## src/rtl/tpu_seq_pkg.sv

```systemverilog
// Shared definitions for the TPU job sequencer.
// Holds the job geometry (DIM, DATAW, ADDRW, WAIT_CYC), the accelerator
// address map, the sequencer state enum and a small address helper.
package tpu_seq_pkg;

  localparam int DIM      = 8;
  localparam int DATAW    = 64;
  localparam int ADDRW    = 16;
  localparam int WAIT_CYC = 3 * DIM;

  // One counter serves the load, wait and read phases, so it is sized
  // for the longest of them (the compute wait).
  localparam int CNTW = $clog2(WAIT_CYC + 1);

  localparam logic [ADDRW-1:0] A_BASE      = 16'h0100;
  localparam logic [ADDRW-1:0] B_BASE      = 16'h0200;
  localparam logic [ADDRW-1:0] C_BASE      = 16'h0300;
  localparam logic [ADDRW-1:0] MATMUL_ADDR = 16'h0400;

  typedef enum logic [2:0] {
    IDLE,
    LOAD_A,
    LOAD_B,
    LOAD_C,
    MATMUL,
    WAIT,
    READ
  } state_t;

  // Accelerator words sit on an 8-byte stride from the phase base.
  function automatic logic [ADDRW-1:0] word_addr(input logic [ADDRW-1:0] base,
                                                 input logic [CNTW-1:0]  idx);
    return base + (ADDRW'(idx) << 3);
  endfunction

endpackage

```

## src/rtl/tpu_job_sequencer_if.sv

```systemverilog
// Bundles the three data paths around the job sequencer:
//   in_*   : job word stream from the host (valid/ready)
//   out_*  : result half-row stream to the host (valid/ready)
//   tpu_*  : accelerator register bus (tpu_dataOut is combinational from tpu_addr)
// Modport master is the sequencer view, slave is the host/accelerator view.
interface tpu_job_sequencer_if;
  import tpu_seq_pkg::*;

  logic             in_valid;
  logic             in_ready;
  logic [DATAW-1:0] in_data;

  logic             out_valid;
  logic             out_ready;
  logic [DATAW-1:0] out_data;

  logic             tpu_r_w;
  logic [ADDRW-1:0] tpu_addr;
  logic [DATAW-1:0] tpu_dataIn;
  logic [DATAW-1:0] tpu_dataOut;

  modport master (
    input  in_valid, in_data, out_ready, tpu_dataOut,
    output in_ready, out_valid, out_data, tpu_r_w, tpu_addr, tpu_dataIn
  );

  modport slave (
    output in_valid, in_data, out_ready, tpu_dataOut,
    input  in_ready, out_valid, out_data, tpu_r_w, tpu_addr, tpu_dataIn
  );

endinterface

```

## src/rtl/tpu_seq_perf_cnt.sv

```systemverilog
// Saturating job cycle counter for the TPU job sequencer.
// Only instantiated when TPU_SEQ_PERF_EN is defined.
// Ports:
//   clk, rst       clock, synchronous active-high reset
//   clear_i        restart the running count (job leaves IDLE)
//   inc_i          count this cycle (job busy)
//   latch_i        capture the count including this cycle (job done)
//   perf_cycles_o  last captured job cycle count
module tpu_seq_perf_cnt (
  input  logic        clk,
  input  logic        rst,
  input  logic        clear_i,
  input  logic        inc_i,
  input  logic        latch_i,
  output logic [31:0] perf_cycles_o
);

  logic [31:0] cnt_q, cnt_d;
  logic [31:0] perf_q, perf_d;
  logic [31:0] cnt_inc;

  always_comb begin
    // Saturate rather than wrap so an overlong job never reads as short.
    cnt_inc = (inc_i && (cnt_q != 32'hFFFF_FFFF)) ? cnt_q + 32'd1 : cnt_q;
    cnt_d   = clear_i ? 32'd0 : cnt_inc;
    // The final busy cycle coincides with the latch, so capture cnt_inc.
    perf_d  = latch_i ? cnt_inc : perf_q;
  end

  always_ff @(posedge clk) begin
    if (rst) begin
      cnt_q  <= '0;
      perf_q <= '0;
    end else begin
      cnt_q  <= cnt_d;
      perf_q <= perf_d;
    end
  end

  assign perf_cycles_o = perf_q;

endmodule

```

## src/rtl/tpu_job_sequencer.sv

```systemverilog
// Upstream feeder for the matrix-multiply accelerator. Takes one job as a
// stream of 64-bit words (8 A rows, 8 B rows, 16 C half-rows), replays them
// as strictly ordered accelerator writes, issues MatMul, waits out the
// compute window and streams the 16 result half-rows back out.
// Ports:
//   clk, rst      clock, synchronous active-high reset (accelerator must be
//                 reset in the same cycle to keep its address counters aligned)
//   bus           tpu_job_sequencer_if.master: in/out streams and tpu bus
//   busy          job in progress
//   done          one-cycle pulse after the last result word is consumed
//   perf_cycles   busy-cycle count of the last job (0 unless TPU_SEQ_PERF_EN)
// Build option: define TPU_SEQ_PERF_EN to build the job cycle counter.
module tpu_job_sequencer
  import tpu_seq_pkg::*;
(
  input  logic                clk,
  input  logic                rst,
  tpu_job_sequencer_if.master bus,
  output logic                busy,
  output logic                done,
  output logic [31:0]         perf_cycles
);

  localparam logic [CNTW-1:0] ROW_LAST  = CNTW'(DIM - 1);
  localparam logic [CNTW-1:0] HALF_LAST = CNTW'(2 * DIM - 1);
  localparam logic [CNTW-1:0] WAIT_LAST = CNTW'(WAIT_CYC - 1);

  state_t          state_q, state_d;
  logic [CNTW-1:0] cnt_q, cnt_d;
  logic            in_ready_q, in_ready_d;
  logic            out_valid_q, out_valid_d;
  logic            busy_q, busy_d;
  logic            done_q, done_d;

  logic             accept;
  logic [ADDRW-1:0] load_base;
  logic [CNTW-1:0]  load_last;
  state_t           load_next;

  assign accept = bus.in_valid & in_ready_q;

  // Per-phase write base, word count and successor for the three load phases.
  always_comb begin
    load_base = A_BASE;
    load_last = ROW_LAST;
    load_next = LOAD_B;
    case (state_q)
      LOAD_B: begin
        load_base = B_BASE;
        load_next = LOAD_C;
      end
      LOAD_C: begin
        load_base = C_BASE;
        load_last = HALF_LAST;
        load_next = MATMUL;
      end
      default: ;
    endcase
  end

  // Next-state logic plus the combinational accelerator drive. Any cycle
  // without an explicit access falls back to address 0 / read, which the
  // accelerator never decodes.
  always_comb begin
    state_d        = state_q;
    cnt_d          = cnt_q;
    done_d         = 1'b0;
    bus.tpu_r_w    = 1'b0;
    bus.tpu_addr   = '0;
    bus.tpu_dataIn = '0;

    case (state_q)
      IDLE: begin
        // The first word only wakes the sequencer; it is accepted next cycle.
        if (bus.in_valid) begin
          state_d = LOAD_A;
          cnt_d   = '0;
        end
      end
      LOAD_A, LOAD_B, LOAD_C: begin
        if (accept) begin
          bus.tpu_r_w    = 1'b1;
          bus.tpu_addr   = word_addr(load_base, cnt_q);
          bus.tpu_dataIn = bus.in_data;
          if (cnt_q == load_last) begin
            cnt_d   = '0;
            state_d = load_next;
          end else begin
            cnt_d = cnt_q + CNTW'(1);
          end
        end
      end
      MATMUL: begin
        bus.tpu_addr = MATMUL_ADDR;
        cnt_d        = '0;
        state_d      = WAIT;
      end
      WAIT: begin
        if (cnt_q == WAIT_LAST) begin
          cnt_d   = '0;
          state_d = READ;
        end else begin
          cnt_d = cnt_q + CNTW'(1);
        end
      end
      READ: begin
        bus.tpu_addr = word_addr(C_BASE, cnt_q);
        if (bus.out_ready && out_valid_q) begin
          if (cnt_q == HALF_LAST) begin
            cnt_d   = '0;
            done_d  = 1'b1;
            state_d = IDLE;
          end else begin
            cnt_d = cnt_q + CNTW'(1);
          end
        end
      end
      default: begin
        state_d = IDLE;
        cnt_d   = '0;
      end
    endcase

    // Status outputs are registered, so derive them from the next state.
    in_ready_d  = (state_d == LOAD_A) || (state_d == LOAD_B) || (state_d == LOAD_C);
    out_valid_d = (state_d == READ);
    busy_d      = (state_d != IDLE);
  end

  always_ff @(posedge clk) begin
    if (rst) begin
      state_q     <= IDLE;
      cnt_q       <= '0;
      in_ready_q  <= 1'b0;
      out_valid_q <= 1'b0;
      busy_q      <= 1'b0;
      done_q      <= 1'b0;
    end else begin
      state_q     <= state_d;
      cnt_q       <= cnt_d;
      in_ready_q  <= in_ready_d;
      out_valid_q <= out_valid_d;
      busy_q      <= busy_d;
      done_q      <= done_d;
    end
  end

  // Result data comes straight off the accelerator read port; the address
  // holds while out_ready is low, so the data holds too.
  assign bus.out_data  = (state_q == READ) ? bus.tpu_dataOut : '0;
  assign bus.in_ready  = in_ready_q;
  assign bus.out_valid = out_valid_q;
  assign busy          = busy_q;
  assign done          = done_q;

`ifdef TPU_SEQ_PERF_EN
  logic leave_idle;
  assign leave_idle = (state_q == IDLE) && (state_d != IDLE);

  tpu_seq_perf_cnt u_perf_cnt (
    .clk           (clk),
    .rst           (rst),
    .clear_i       (leave_idle),
    .inc_i         (busy_q),
    .latch_i       (done_d),
    .perf_cycles_o (perf_cycles)
  );
`else
  assign perf_cycles = '0;
`endif

endmodule

```

## src/flat_wrapper.sv

```systemverilog
// flat-port wrapper written by rule: the top's interface ports become plain ports
module tpu_job_sequencer_flat import tpu_seq_pkg::*;
  (clk, rst, busy, done, perf_cycles, bus_in_valid, bus_in_data, bus_out_ready, bus_tpu_dataOut, bus_in_ready, bus_out_valid, bus_out_data, bus_tpu_r_w, bus_tpu_addr, bus_tpu_dataIn);
  tpu_job_sequencer_if bus_i ();
  input  logic clk;
  input  logic rst;
  output logic busy;
  output logic done;
  output logic [31:0] perf_cycles;
  input wire logic [$bits(bus_i.in_valid)-1:0] bus_in_valid;
  input wire logic [$bits(bus_i.in_data)-1:0] bus_in_data;
  input wire logic [$bits(bus_i.out_ready)-1:0] bus_out_ready;
  input wire logic [$bits(bus_i.tpu_dataOut)-1:0] bus_tpu_dataOut;
  output wire logic [$bits(bus_i.in_ready)-1:0] bus_in_ready;
  output wire logic [$bits(bus_i.out_valid)-1:0] bus_out_valid;
  output wire logic [$bits(bus_i.out_data)-1:0] bus_out_data;
  output wire logic [$bits(bus_i.tpu_r_w)-1:0] bus_tpu_r_w;
  output wire logic [$bits(bus_i.tpu_addr)-1:0] bus_tpu_addr;
  output wire logic [$bits(bus_i.tpu_dataIn)-1:0] bus_tpu_dataIn;
  assign bus_i.in_valid = bus_in_valid;
  assign bus_i.in_data = bus_in_data;
  assign bus_i.out_ready = bus_out_ready;
  assign bus_i.tpu_dataOut = bus_tpu_dataOut;
  assign bus_in_ready = bus_i.in_ready;
  assign bus_out_valid = bus_i.out_valid;
  assign bus_out_data = bus_i.out_data;
  assign bus_tpu_r_w = bus_i.tpu_r_w;
  assign bus_tpu_addr = bus_i.tpu_addr;
  assign bus_tpu_dataIn = bus_i.tpu_dataIn;
  tpu_job_sequencer u_core (.clk(clk), .rst(rst), .bus(bus_i), .busy(busy), .done(done), .perf_cycles(perf_cycles));
endmodule
```

## config.mk

```make
export PLATFORM = sky130hd
export DESIGN_NAME = tpu_job_sequencer_flat
export DESIGN_NICKNAME = d
export VERILOG_FILES = /design/src/rtl/tpu_seq_pkg.sv /design/src/rtl/tpu_job_sequencer_if.sv /design/src/rtl/tpu_seq_perf_cnt.sv /design/src/rtl/tpu_job_sequencer.sv /design/src/flat_wrapper.sv
export SDC_FILE = /design/constraint.sdc
export NUM_CORES = 1
export LEC_CHECK = 0
export CAP_MARGIN = 20
export CELL_PAD_IN_SITES_DETAIL_PLACEMENT = 0
export CELL_PAD_IN_SITES_GLOBAL_PLACEMENT = 1
export CORE_ASPECT_RATIO = 2
export CORE_UTILIZATION = 14
export CTS_BUF_LIST = sky130_fd_sc_hd__clkbuf_4 sky130_fd_sc_hd__clkbuf_8
export DETAILED_ROUTE_END_ITERATION = 8
export PLACE_DENSITY = 0.84
export SYNTH_ARGS = -nofsm -noshare
export SYNTH_HDL_FRONTEND = slang
export SYNTH_SLANG_ARGS = --single-unit
```

## constraint.sdc

```tcl
create_clock -name clk -period 5.5 [get_ports clk]
set_input_delay 1.1 -clock clk [delete_from_list [all_inputs] [get_ports clk]]
set_output_delay 1.1 -clock clk [all_outputs]
set_load 0.02 [all_outputs]
```

**Word level (Yosys, flattened, before mapping)**

Cells that the tools add are included.

- Add/subtract/negate cells: 3
- Equality and inequality tests: 16
- Mux-type cells: 25
- Bitwise logic cells: 3
- Reductions and logical operators: 8

Operators with widths:

| kind | count |
|---|---|
| 2-to-1 mux 64 bit | 3 |
| case mux 16 bit (3 select lines) | 1 |
| 2-to-1 mux 5 bit | 6 |
| case mux 10 bit (2 select lines) | 1 |
| case mux 5 bit (4 select lines) | 1 |
| 2-to-1 mux 3 bit | 6 |
| 2-to-1 mux 16 bit | 1 |
| case mux 3 bit (5 select lines) | 1 |
| equality test 3 x 2 -> 1 bit, second input constant | 4 |
| equality test 3 bit, second input constant | 4 |
| adder 10 x 8 -> 11 bit | 1 |
| adder 10 x 8 -> 11 bit, first input constant | 1 |
| equality test 3 x 1 -> 1 bit, second input constant | 2 |
| case mux 3 bit (2 select lines) | 1 |
| OR reduction 3 bit | 2 |
| adder 5 x 1 -> 5 bit, second input constant | 1 |
| equality test 5 x 4 -> 1 bit | 1 |
| equality test 5 x 4 -> 1 bit, second input constant | 1 |
| equality test 5 bit, second input constant | 1 |
| 2-to-1 mux 4 bit | 1 |
| != test 2 x 1 -> 1 bit, second input constant | 2 |
| zero test 3 bit | 1 |
| 2-to-1 mux 1 bit | 3 |
| AND reduction 3 bit | 1 |
| other kinds (6) | 8 |

- Register bits after elaboration: 12
- Output and inout port bits: 181
- Word-level logic and storage cells: 61

**Depth between registers and ports, before layout**

Gate-level depths: netlist (run 1).

- Word-level depth: 9
- Gate-level depth with buffers: 9

**Least setup slack after synthesis (run 1)**

OpenSTA, ideal clock, no wires.

- Path type: input-to-output
- From: input port bus_in_valid
- To: output port bus_tpu_dataIn[10]
- Arrival time: 2.199 ns
- Setup slack: 2.201 ns
- Stages: 6
- Path buffers: 2
- Path through: nand2_1 > nor2_1 > o21a_1 > clkbuf_1 > clkbuf_1 > and2_1

- Cells in the longest elaborated chain, start to end: 3

RTL lines:

| item | RTL line | text |
|---|---|---|
| from (decl) | flat_wrapper.sv:10 | `input wire logic [$bits(bus_i.in_valid)-1:0] bus_in_valid;` |
| bitwise AND 1 bit | tpu_job_sequencer.sv:40 | `assign accept = bus.in_valid & in_ready_q;` |
| 2-to-1 mux 64 bit | tpu_job_sequencer.sv:81 | `if (accept) begin` |
| 2-to-1 mux 64 bit | tpu_job_sequencer.sv:72 | `case (state_q)` |
| to (decl) | flat_wrapper.sv:19 | `output wire logic [$bits(bus_i.tpu_dataIn)-1:0] bus_tpu_dataIn;` |

No other way between the ends.

**Worst setup path in the final report (run 1)**

- From: input port bus_in_valid
- To: output port bus_tpu_dataIn[45]

Same word-level chain as after synthesis.

==> flow_summary.yaml, run 1 <==
cts:
  clkTransAtPathRegs_ns: 0.06
  hold_buffers: 0
  post_cts_resized: 0
  insertion_delay_ns: 0.24
  clkSinkCount: 12
  clock_tree.buffer_depth: 2
  maximum_level_of_the_cts_h_tree: 1
  post_cts_buffers: 0
  numCtsBuffers: 3
  cts_tree: "yes"
  clk_root_buffer_cell: "sky130_fd_sc_hd__clkbuf_8"
sta:
  maxSlewHeadroom: 0.2841
  final.period_utilization: 0.8568
  final_hold_viol_count: 0
  max_freq_mhz: 212.2
  tightest_slew_ns: 1.072
  setup_violations: 0
  final.min_clock_period_ns: 4.713
  slew_viol_final: 0
  final_clock_skew_ns: 0.001516
  grt_setup_unrepaired: "no"
  totalNegativeSetupSlack_ns: 0
layout:
  antenna-diode-count: 0
  syn2layout_area_growth_pct: 136.5
  finalNetCount: 686
  final_layout_size_suffix_gt1_frac: 0.02364
  sequential_cell_area_um2: 241.5
  multiInputGateArea_um2: 1509
  fillers: 1545
logic_synthesis:
  synth_area_leaders: "sky130_fd_sc_hd__and2_1 21%, sky130_fd_sc_hd__and3_1 20%, sky130_fd_sc_hd__buf_4 16%"
  synth.cells.most_frequent: "70 x sky130_fd_sc_hd__and2_1, 65 x sky130_fd_sc_hd__and3_1, 43 x sky130_fd_sc_hd__buf_4"
  post-synth-top-count-cell: "sky130_fd_sc_hd__and2_1"
  synthesis.yosys.warnings: 0
  synth.yosys.seq_area_share: 0.1178
  async_flop_share: 0
  synthFlopType: "sky130_fd_sc_hd__dfxtp_1"
  biggest_area_consumer_among_synthesized_cells: "sky130_fd_sc_hd__and2_1"
  syn-cell-area_um2: 2039
  synth_largest_type_area_fraction: 0.2147
  post_synth_num_cell_types: 41
  post_synthesis_instance_total: 301
  synth-seq-cells: 12
  synthesis.area_per_instance_um2: 6.776
  synth_enable_flop_cells: 0
placement:
  detailedPlacementHpwl_mm: 8.392
  io_buffer_count: 272
  routabilityCongestion: 0.8070
detailed_routing:
  vias_per_cell: 3.930
  finalWirelength_mm: 9.979
  antenna_violating_nets_post_route: 0
  num_vias: 2916
  drt_drc_violations_left: 0
  wl_per_cell_um: 13.45
  drt_iter0_markers: 93
  first_pass_iters: 4
floorplan:
  chipWidth_um: 87.35
  fp.dieArea_um2: 15080
  initial_utilization: 0.1429
  die_h_um: 172.7
  fp.coreArea_um2: 14270
  num_rows: 62
  top_level_ports: 313
global_routing:
  gr-usage-met1: 0.1073
  first_global_vias: 2732
  grt_remaining_overflow: 0
  grtUsageTotal: 0.1197
  maximum_number_of_pins_on_one_net_before_global_route_repair: 82
  gr-max-usage-layer: "met2"
  grt_pass1_wl_mm: 14.08
  met2_usage: 0.2493
  grt_util_met3: 0.03055
  antenna_found_initial: 0
setup_path:
  setup.worst_path.start_class: "primary input"
  crit_required_ns: 4.40
  critical_path_maximum_fanout: 44
  end_kind: "output port"
  crit_type: "primary input to output port"
  arrival_ns: 3.61
pwr:
  max-vdd-ir-drop_uv: 46.98
  post-layout-total-power_mw: 0.3598
  power.static_leakage_nw: 2.037
  power-per-cell-area_nw_per_um2: 74.59
min_path:
  hp-class: "flip-flop to flip-flop"
flow_run:
  cap_viol_max_count: 0
run_status:
  result_of_the_run: "complete, no violations"
==> cell type report <==
cell class              count  area share
clock buffers               4     0.01141
inverters                   4    0.003113
flip-flops and latches     12     0.05006
well taps                 192     0.04981
multi-input cells         256      0.3128
repair buffers            274      0.5728
==> worst max-delay path, stage by stage <==
cell and delay, ns:
sky130_fd_sc_hd__clkdlybuf4s50_1 0.50, sky130_fd_sc_hd__nand2_1 0.14, sky130_fd_sc_hd__nor2_1 0.24, sky130_fd_sc_hd__o21a_1 0.57, sky130_fd_sc_hd__buf_12 0.26, sky130_fd_sc_hd__and2_1 0.18
sky130_fd_sc_hd__clkdlybuf4s50_1 0.61
==> where the power goes <==
part / internal, mW / leakage (nW) / switching, mW
sequential: 0.0893 / 0.0981 / 0.00488
clock: 0.0632 / 0.0288 / 0.0337
combinational: 0.104 / 1.91 / 0.0647
total: 0.256 / 2.04 / 0.103
==> cell families after synthesis <==
family                   Yosys count  share of synthesized area
AND/OR/NAND/NOR                  181                     0.5405
buffers and inverters             72                     0.2141
AO/OA/AOI/OAI                     31                     0.1025
flip-flops                        12                     0.1178
adder cells (fa/ha/maj)            3                    0.01841
multiplexers                       1                   0.004908
other                              1                   0.001839
==> path summary, 6_finish.rpt <==
| path | cells past startpoint | slack (ns) | to | startpoint |
|---|---|---|---|---|
| min | 2 | 0.51 | u_core.cnt_q[1] | u_core.cnt_q[1] |
| max reg2reg | 5 | 2.81 | u_core.cnt_q[3] | u_core.state_q[2] |
| min reg2reg | 2 | 0.51 | u_core.cnt_q[1] | u_core.cnt_q[1] |
| max | 7 | 0.79 | bus_tpu_dataIn[45] | bus_in_valid |
==> routing by layer <==
| layer | routed length [um] | share of wire | up-vias |
|---|---|---|---|
| met2 | 5714 | 0.57 | 206 |
| met4 | 102 | 0.010 | 0 |
| met5 | 0 | 0 | - |
| met1 | 3134 | 0.31 | 1280 |
| met3 | 1027 | 0.10 | 6 |
| li1 | - | - | 1424 |
==> metrics by stage <==
stage,hold slack [ns],util,std cells,setup slack [ns],area [um2]
after floorplan,0.4576,-,340,2.201,2186
after global placement,0.4832,0.3327,737,0.8866,4748
after detailed placement,0.5020,0.3327,737,0.8121,4748
after CTS,0.5098,0.3365,741,0.8020,4803
after global routing,0.5450,0.3379,742,0.6170,4823
final,0.5083,0.3379,742,0.7874,4823
==> layout by cell type, fill, tap and decap left out, drive strengths merged, types with 2 or more instances in the layout <==
cell	instances
ha	3
nor2	9
o21ai	3
inv	4
o22ai	3
nand2	12
clkbuf	4
nor2b	5
and3	65
nand3b	3
nor4	2
nor3	2
nand3	8
a21oi	11
o21a	4
buf	2
dfxtp	12
and2	70
conb	40
clkdlybuf4s50	272
==> sequential cells by signal (all words and copies together), names as in the netlist <==
name                  cells
u_core.cnt_q              5
u_core.state_q            3
u_core.bus.in_ready       1
u_core.bus.out_valid      1
u_core.busy               1
u_core.done               1
(Power assumes the default switching activity.)
==> run 2, diff against run 1 <==
--- a/config.mk
+++ b/config.mk
@@ -12,6 +12,7 @@
 export CORE_UTILIZATION = 14
 export CTS_BUF_LIST = sky130_fd_sc_hd__clkbuf_4 sky130_fd_sc_hd__clkbuf_8
 export DETAILED_ROUTE_END_ITERATION = 8
+export MAX_ROUTING_LAYER = met4
 export PLACE_DENSITY = 0.84
 export SYNTH_ARGS = -nofsm -noshare
 export SYNTH_HDL_FRONTEND = slang
==> run 2 against run 1 <==
First-iteration DRC count decreased by 3.2%. Routed wire length down 0.18%. Die area stayed put. Power decreased by 0.32%. Cell count did not move. Utilization did not move. Non-clock buffer count is the same. Clock power is 1% lower. Register-to-register slack improved by 0.03 ns. Clock skew grew 0.0023 ns. Critical endpoint unchanged.
==> flow_summary.yaml, run 2 (same netlist as run 1, synthesis figures left out) <==
run_status:
  result_of_the_run: "complete, no violations"
layout:
  sequential_cell_area_um2: 241.5
  registers_with_the_most_flip_flops: "u_core.cnt_q (5), u_core.state_q (3)"
  antenna-diode-count: 0
  number_of_flip_flops_in_the_largest_register: 5
  syn2layout_area_growth_pct: 136.5
  registers.top_by_ff_count: "u_core.cnt_q"
  layout_commonest_cell: "sky130_fd_sc_hd__clkdlybuf4s50_1"
  layout.core_utilization: 0.3379
  final_layout_size_suffix_gt1_frac: 0.02364
  most-common-layout-cells: "272 x sky130_fd_sc_hd__clkdlybuf4s50_1, 70 x sky130_fd_sc_hd__and2_1, 65 x sky130_fd_sc_hd__and3_1"
  multiInputGateArea_um2: 1509
  fillers: 1545
  finalNetCount: 686
sta:
  grt_setup_unrepaired: "no"
  final.min_clock_period_ns: 4.695
  setup_violations: 0
  maxSlewHeadroom: 0.2848
  tightest_slew_ns: 1.071
  totalNegativeSetupSlack_ns: 0
  final.period_utilization: 0.8536
  slew_viol_final: 0
  max_freq_mhz: 213.0
  final_clock_skew_ns: 0.003800
  final_hold_viol_count: 0
detailed_routing:
  num_vias: 2916
  vias_per_cell: 3.930
  wl_per_cell_um: 13.42
  drt_drc_violations_left: 0
  top_layer_used: "met4"
  drt_iter0_markers: 90
  antenna_violating_nets_post_route: 0
  first_pass_iters: 4
  finalWirelength_mm: 9.961
  wl_met3_um: 947
  detail_route.wirelength.met1_mm: 3.205
  routed-wl-met2_mm: 5.708
global_routing:
  grtUsageTotal: 0.1232
  antenna_found_initial: 0
  maximum_number_of_pins_on_one_net_before_global_route_repair: 82
  grt_remaining_overflow: 0
  grt_pass1_wl_mm: 14.09
  first_global_vias: 2733
cts:
  maximum_level_of_the_cts_h_tree: 1
  hold_buffers: 0
  post_cts_buffers: 0
  clkTransAtPathRegs_ns: 0.06
  numCtsBuffers: 3
  cts_tree: "yes"
  clk_root_buffer_cell: "sky130_fd_sc_hd__clkbuf_8"
  clkSinkCount: 12
  insertion_delay_ns: 0.24
  clock_tree.buffer_depth: 2
  post_cts_resized: 0
floorplan:
  initial_utilization: 0.1429
  top_level_ports: 313
  fp.dieArea_um2: 15080
  num_rows: 62
  fp.coreArea_um2: 14270
  die_h_um: 172.7
  chipWidth_um: 87.35
pwr:
  netSwitchingPower_mw: 0.1022
  max-vdd-ir-drop_uv: 46.97
  power.static_leakage_nw: 2.037
  power-per-cell-area_nw_per_um2: 74.35
  combinationalPowerShare: 0.470
  cellInternalPower_mw: 0.2564
  seqPwrFrac: 0.262
  power.switching_fraction: 0.2850
  clock_share_of_power: 0.267
placement:
  routabilityCongestion: 0.8188
  detailedPlacementHpwl_mm: 8.392
  io_buffer_count: 272
flow_run:
  cap_viol_max_count: 0
setup_path:
  critical_path_maximum_fanout: 44
  cp-endpoint: "bus_tpu_dataIn[45]"
  crit_required_ns: 4.40
  r2r_cells: 5
  arrival_ns: 3.59
  r2r-start: "u_core.state_q[2]"
  crit_type: "primary input to output port"
  timing.critical_path.from: "bus_in_valid"
  setup.worst_path.start_class: "primary input"
  end_kind: "output port"
  r2r_end: "u_core.cnt_q[3]"
  regToRegSetupSlack_ns: 2.84
min_path:
  hp-class: "flip-flop to flip-flop"
  min_delay_path_depth: 2
-- run 2: cell counts in the layout (fill, tap and decap cells not counted) --
No cell type changed its count.
-- run 2: per-stage QoR --
step | worst slack [ns] | power (mW) | hold slack, ns | cell area [um2] | cells
final | 0.8054 | 0.3586 | 0.5039 | 4823 | 742
after global routing | 0.6170 | 0.3773 | 0.5450 | 4823 | 742
after floorplan | 2.201 | 0.1721 | 0.4576 | 2186 | 340
after global placement | 0.8866 | 0.2624 | 0.4832 | 4748 | 737
after detailed placement | 0.8121 | 0.2644 | 0.5020 | 4748 | 737
after CTS | 0.8020 | 0.3621 | 0.5098 | 4803 | 741
-- run 2: area by class of cell --
type                            instances  share of cell area
Multi-Input combinational cell        256              0.3128
Sequential cell                        12             0.05006
Inverter                                4            0.003113
Timing Repair Buffer                  274              0.5728
Clock buffer                            4             0.01141
Tap cell                              192             0.04981
-- run 2: layer usage --
layer,up-vias,track usage
met4,0,0.02732
met5,-,-
met3,6,0.02625
met2,198,0.2487
li1,1425,-
met1,1287,0.1108
-- run 2: worst min-delay path by stage --
stage	from	endpoint	slack, ns
floorplan	u_core.cnt_q[1]	u_core.cnt_q[1]	0.46
global placement	u_core.cnt_q[1]	u_core.cnt_q[1]	0.48
detailed placement	u_core.cnt_q[1]	u_core.cnt_q[1]	0.50
CTS	u_core.cnt_q[1]	u_core.cnt_q[1]	0.51
global route	u_core.cnt_q[1]	u_core.cnt_q[1]	0.54
finish	u_core.cnt_q[1]	u_core.cnt_q[1]	0.50
-- run 2: power groups by stage --
stage | registers [mW] | logic (mW) | clock network, mW
6_report | 0.0941 | 0.169 | 0.0959
2_1_floorplan | 0.0938 | 0.0783 | 0
4_1_cts | 0.0941 | 0.169 | 0.0986
5_1_grt | 0.0946 | 0.179 | 0.104
3_3_place_gp | 0.0961 | 0.166 | 0
3_5_place_dp | 0.0960 | 0.168 | 0
-- run 2: critical path, cell delays in order --
cell and delay [ns]:
sky130_fd_sc_hd__clkdlybuf4s50_1 0.50, sky130_fd_sc_hd__nand2_1 0.14, sky130_fd_sc_hd__nor2_1 0.23, sky130_fd_sc_hd__o21a_1 0.56, sky130_fd_sc_hd__buf_12 0.26, sky130_fd_sc_hd__and2_1 0.18
sky130_fd_sc_hd__clkdlybuf4s50_1 0.61
==> run 3, diff against run 2 <==
--- a/config.mk
+++ b/config.mk
@@ -5,7 +5,7 @@
 export SDC_FILE = /design/constraint.sdc
 export NUM_CORES = 1
 export LEC_CHECK = 0
-export CAP_MARGIN = 20
+export CAP_MARGIN = 10
 export CELL_PAD_IN_SITES_DETAIL_PLACEMENT = 0
 export CELL_PAD_IN_SITES_GLOBAL_PLACEMENT = 1
 export CORE_ASPECT_RATIO = 2
==> run 3 against run 2 <==
Largest cell class unchanged. Sequential power about the same. First-iteration DRC count grew 27%. Utilization fell by 0.14 points. Clock skew is essentially flat. Worst setup slack worse by 0.012 ns. Critical path type unchanged. Maximum frequency fell by 0.25%. Power hardly changed. Die area stayed put. Largest power group unchanged. Worst hold slack is the same. Clock-buffer cell count did not move. Routed wire length about the same. Critical path depth is the same.
==> flow_summary.yaml, run 3 (same netlist as run 1, synthesis figures left out) <==
setup_path:
  critical_path_cell_count: 7
  timing.critical_path.from: "bus_in_valid"
  worst-path-buf-inv: 3
  arrival_ns: 3.61
  regToRegSetupSlack_ns: 2.81
  setup.worst_path.start_class: "primary input"
  crit_family: "buffers and inverters"
  critical_path.most_common_cell: "sky130_fd_sc_hd__clkdlybuf4s50_1"
  critical_path_maximum_fanout: 44
  r2r_cells: 5
  critical-path-slowest-cell: "sky130_fd_sc_hd__clkdlybuf4s50_1"
  slowest_delay_ns: 0.61
  r2r_end: "u_core.cnt_q[3]"
  r2r-start: "u_core.state_q[2]"
  end_kind: "output port"
  timing.critical_path.cells: "clkdlybuf4s50_1 -> nand2_1 -> nor2_1 -> o21a_1 -> buf_12 -> and2_1 -> clkdlybuf4s50_1"
  crit_type: "primary input to output port"
  crit_required_ns: 4.40
  cp-endpoint: "bus_tpu_dataIn[45]"
detailed_routing:
  vias_per_cell: 3.920
  antenna_violating_nets_post_route: 0
  finalWirelength_mm: 9.968
  drt_iter0_markers: 114
  first_pass_iters: 4
  drt_drc_violations_left: 0
  wl_per_cell_um: 13.45
  num_vias: 2905
cts:
  post_cts_buffers: 0
  insertion_delay_ns: 0.24
  clkSinkCount: 12
  post_cts_resized: 0
  clkTransAtPathRegs_ns: 0.06
  clock_tree.buffer_depth: 2
  maximum_level_of_the_cts_h_tree: 1
  hold_buffers: 0
  clk_root_buffer_cell: "sky130_fd_sc_hd__clkbuf_8"
  numCtsBuffers: 3
  cts_tree: "yes"
placement:
  io_buffer_count: 272
  placed_cells: 737
  placed_area_um2: 4748
  detailedPlacementHpwl_mm: 8.392
  routabilityCongestion: 0.8188
layout:
  multiInputGateArea_um2: 1509
  layout_commonest_cell: "sky130_fd_sc_hd__clkdlybuf4s50_1"
  syn2layout_area_growth_pct: 135.5
  final_cell_area_um2: 4803
  registers.top_by_ff_count: "u_core.cnt_q"
  antenna-diode-count: 0
  finalNetCount: 685
  fillers: 1546
  most-common-layout-cells: "272 x sky130_fd_sc_hd__clkdlybuf4s50_1, 70 x sky130_fd_sc_hd__and2_1, 65 x sky130_fd_sc_hd__and3_1"
  registers_with_the_most_flip_flops: "u_core.cnt_q (5), u_core.state_q (3)"
  final_layout_size_suffix_gt1_frac: 0.02186
  post_layout_nonfiller_instances: 741
  sequential_cell_area_um2: 241.5
  number_of_flip_flops_in_the_largest_register: 5
pwr:
  clock_share_of_power: 0.267
  combinationalPowerShare: 0.471
  netSwitchingPower_mw: 0.1022
  cellInternalPower_mw: 0.2564
  power.switching_fraction: 0.2850
  post-layout-total-power_mw: 0.3586
  power-per-cell-area_nw_per_um2: 74.66
  max-vdd-ir-drop_uv: 46.97
  power.static_leakage_nw: 2.029
  seqPwrFrac: 0.262
floorplan:
  fp.coreArea_um2: 14270
  num_rows: 62
  initial_utilization: 0.1429
  die_h_um: 172.7
  chipWidth_um: 87.35
  top_level_ports: 313
  fp.dieArea_um2: 15080
sta:
  max_freq_mhz: 212.5
  final_clock_skew_ns: 0.003879
  final.min_clock_period_ns: 4.706
  grt_setup_unrepaired: "no"
  final_hold_viol_count: 0
  worst_case_hold_slack_ns: 0.5039
  slew_viol_final: 0
  setup_violations: 0
  tightest_slew_ns: 1.066
  totalNegativeSetupSlack_ns: 0
  final.period_utilization: 0.8557
  maxSlewHeadroom: 0.2876
global_routing:
  antenna_found_initial: 0
  grt_pass1_wl_mm: 14.09
  first_global_vias: 2733
  grt_remaining_overflow: 0
  grtUsageTotal: 0.1232
  maximum_number_of_pins_on_one_net_before_global_route_repair: 82
min_path:
  worst_hold_startpoint: "u_core.cnt_q[1]"
  hp-class: "flip-flop to flip-flop"
flow_run:
  cap_viol_max_count: 0
run_status:
  result_of_the_run: "complete, no violations"
[run 3: cell count changes in the layout (fill, tap and decap cells not counted)]
cell,change
sky130_fd_sc_hd__buf_12,-1
[run 3: stage by stage]
stage / worst slack [ns] / util
2_1_floorplan: 2.201 / -
3_3_place_gp: 0.8866 / 0.3327
3_5_place_dp: 0.8121 / 0.3327
4_1_cts: 0.8020 / 0.3365
5_1_grt: 0.6170 / 0.3365
6_report: 0.7938 / 0.3365
[run 3: final cells by class]
| class | instances | share of cell area |
|---|---|---|
| Timing Repair Buffer | 273 | 0.5710 |
| Clock buffer | 4 | 0.01146 |
| Multi-Input combinational cell | 256 | 0.3141 |
| Sequential cell | 12 | 0.05027 |
| Inverter | 4 | 0.003126 |
| Tap cell | 192 | 0.05001 |
[run 3: how the worst min path moves through the flow]
| stage | end | slack, ns | cells past startpoint |
|---|---|---|---|
| floorplan | u_core.cnt_q[1] | 0.46 | 2 |
| global placement | u_core.cnt_q[1] | 0.48 | 2 |
| detailed placement | u_core.cnt_q[1] | 0.50 | 2 |
| CTS | u_core.cnt_q[1] | 0.51 | 2 |
| global route | u_core.cnt_q[1] | 0.54 | 2 |
| finish | u_core.cnt_q[1] | 0.50 | 2 |
[run 3: worst min-delay path, delay by kind of cell (launching register included)]
family          cells  cell delay (ns)
flops               1             0.34
simple gates        1             0.07
compound gates      1             0.05
[run 3: per-layer routing]
metal  GRT usage  routed length, um  vias to the layer above
li1            -                  -                     1423
met1      0.1108               3246                     1280
met2      0.2487               5674                      196
met3     0.02625                944                        6
met4     0.02732                102                        0
met5           -                  0                        -
[run 3: power by group through the flow]
stage / registers [mW] / clock network (mW) / logic [mW]
2_1_floorplan: 0.0938 / 0 / 0.0783
3_3_place_gp: 0.0961 / 0 / 0.166
3_5_place_dp: 0.0960 / 0 / 0.168
4_1_cts: 0.0941 / 0.0986 / 0.169
5_1_grt: 0.0946 / 0.104 / 0.179
6_report: 0.0940 / 0.0958 / 0.169
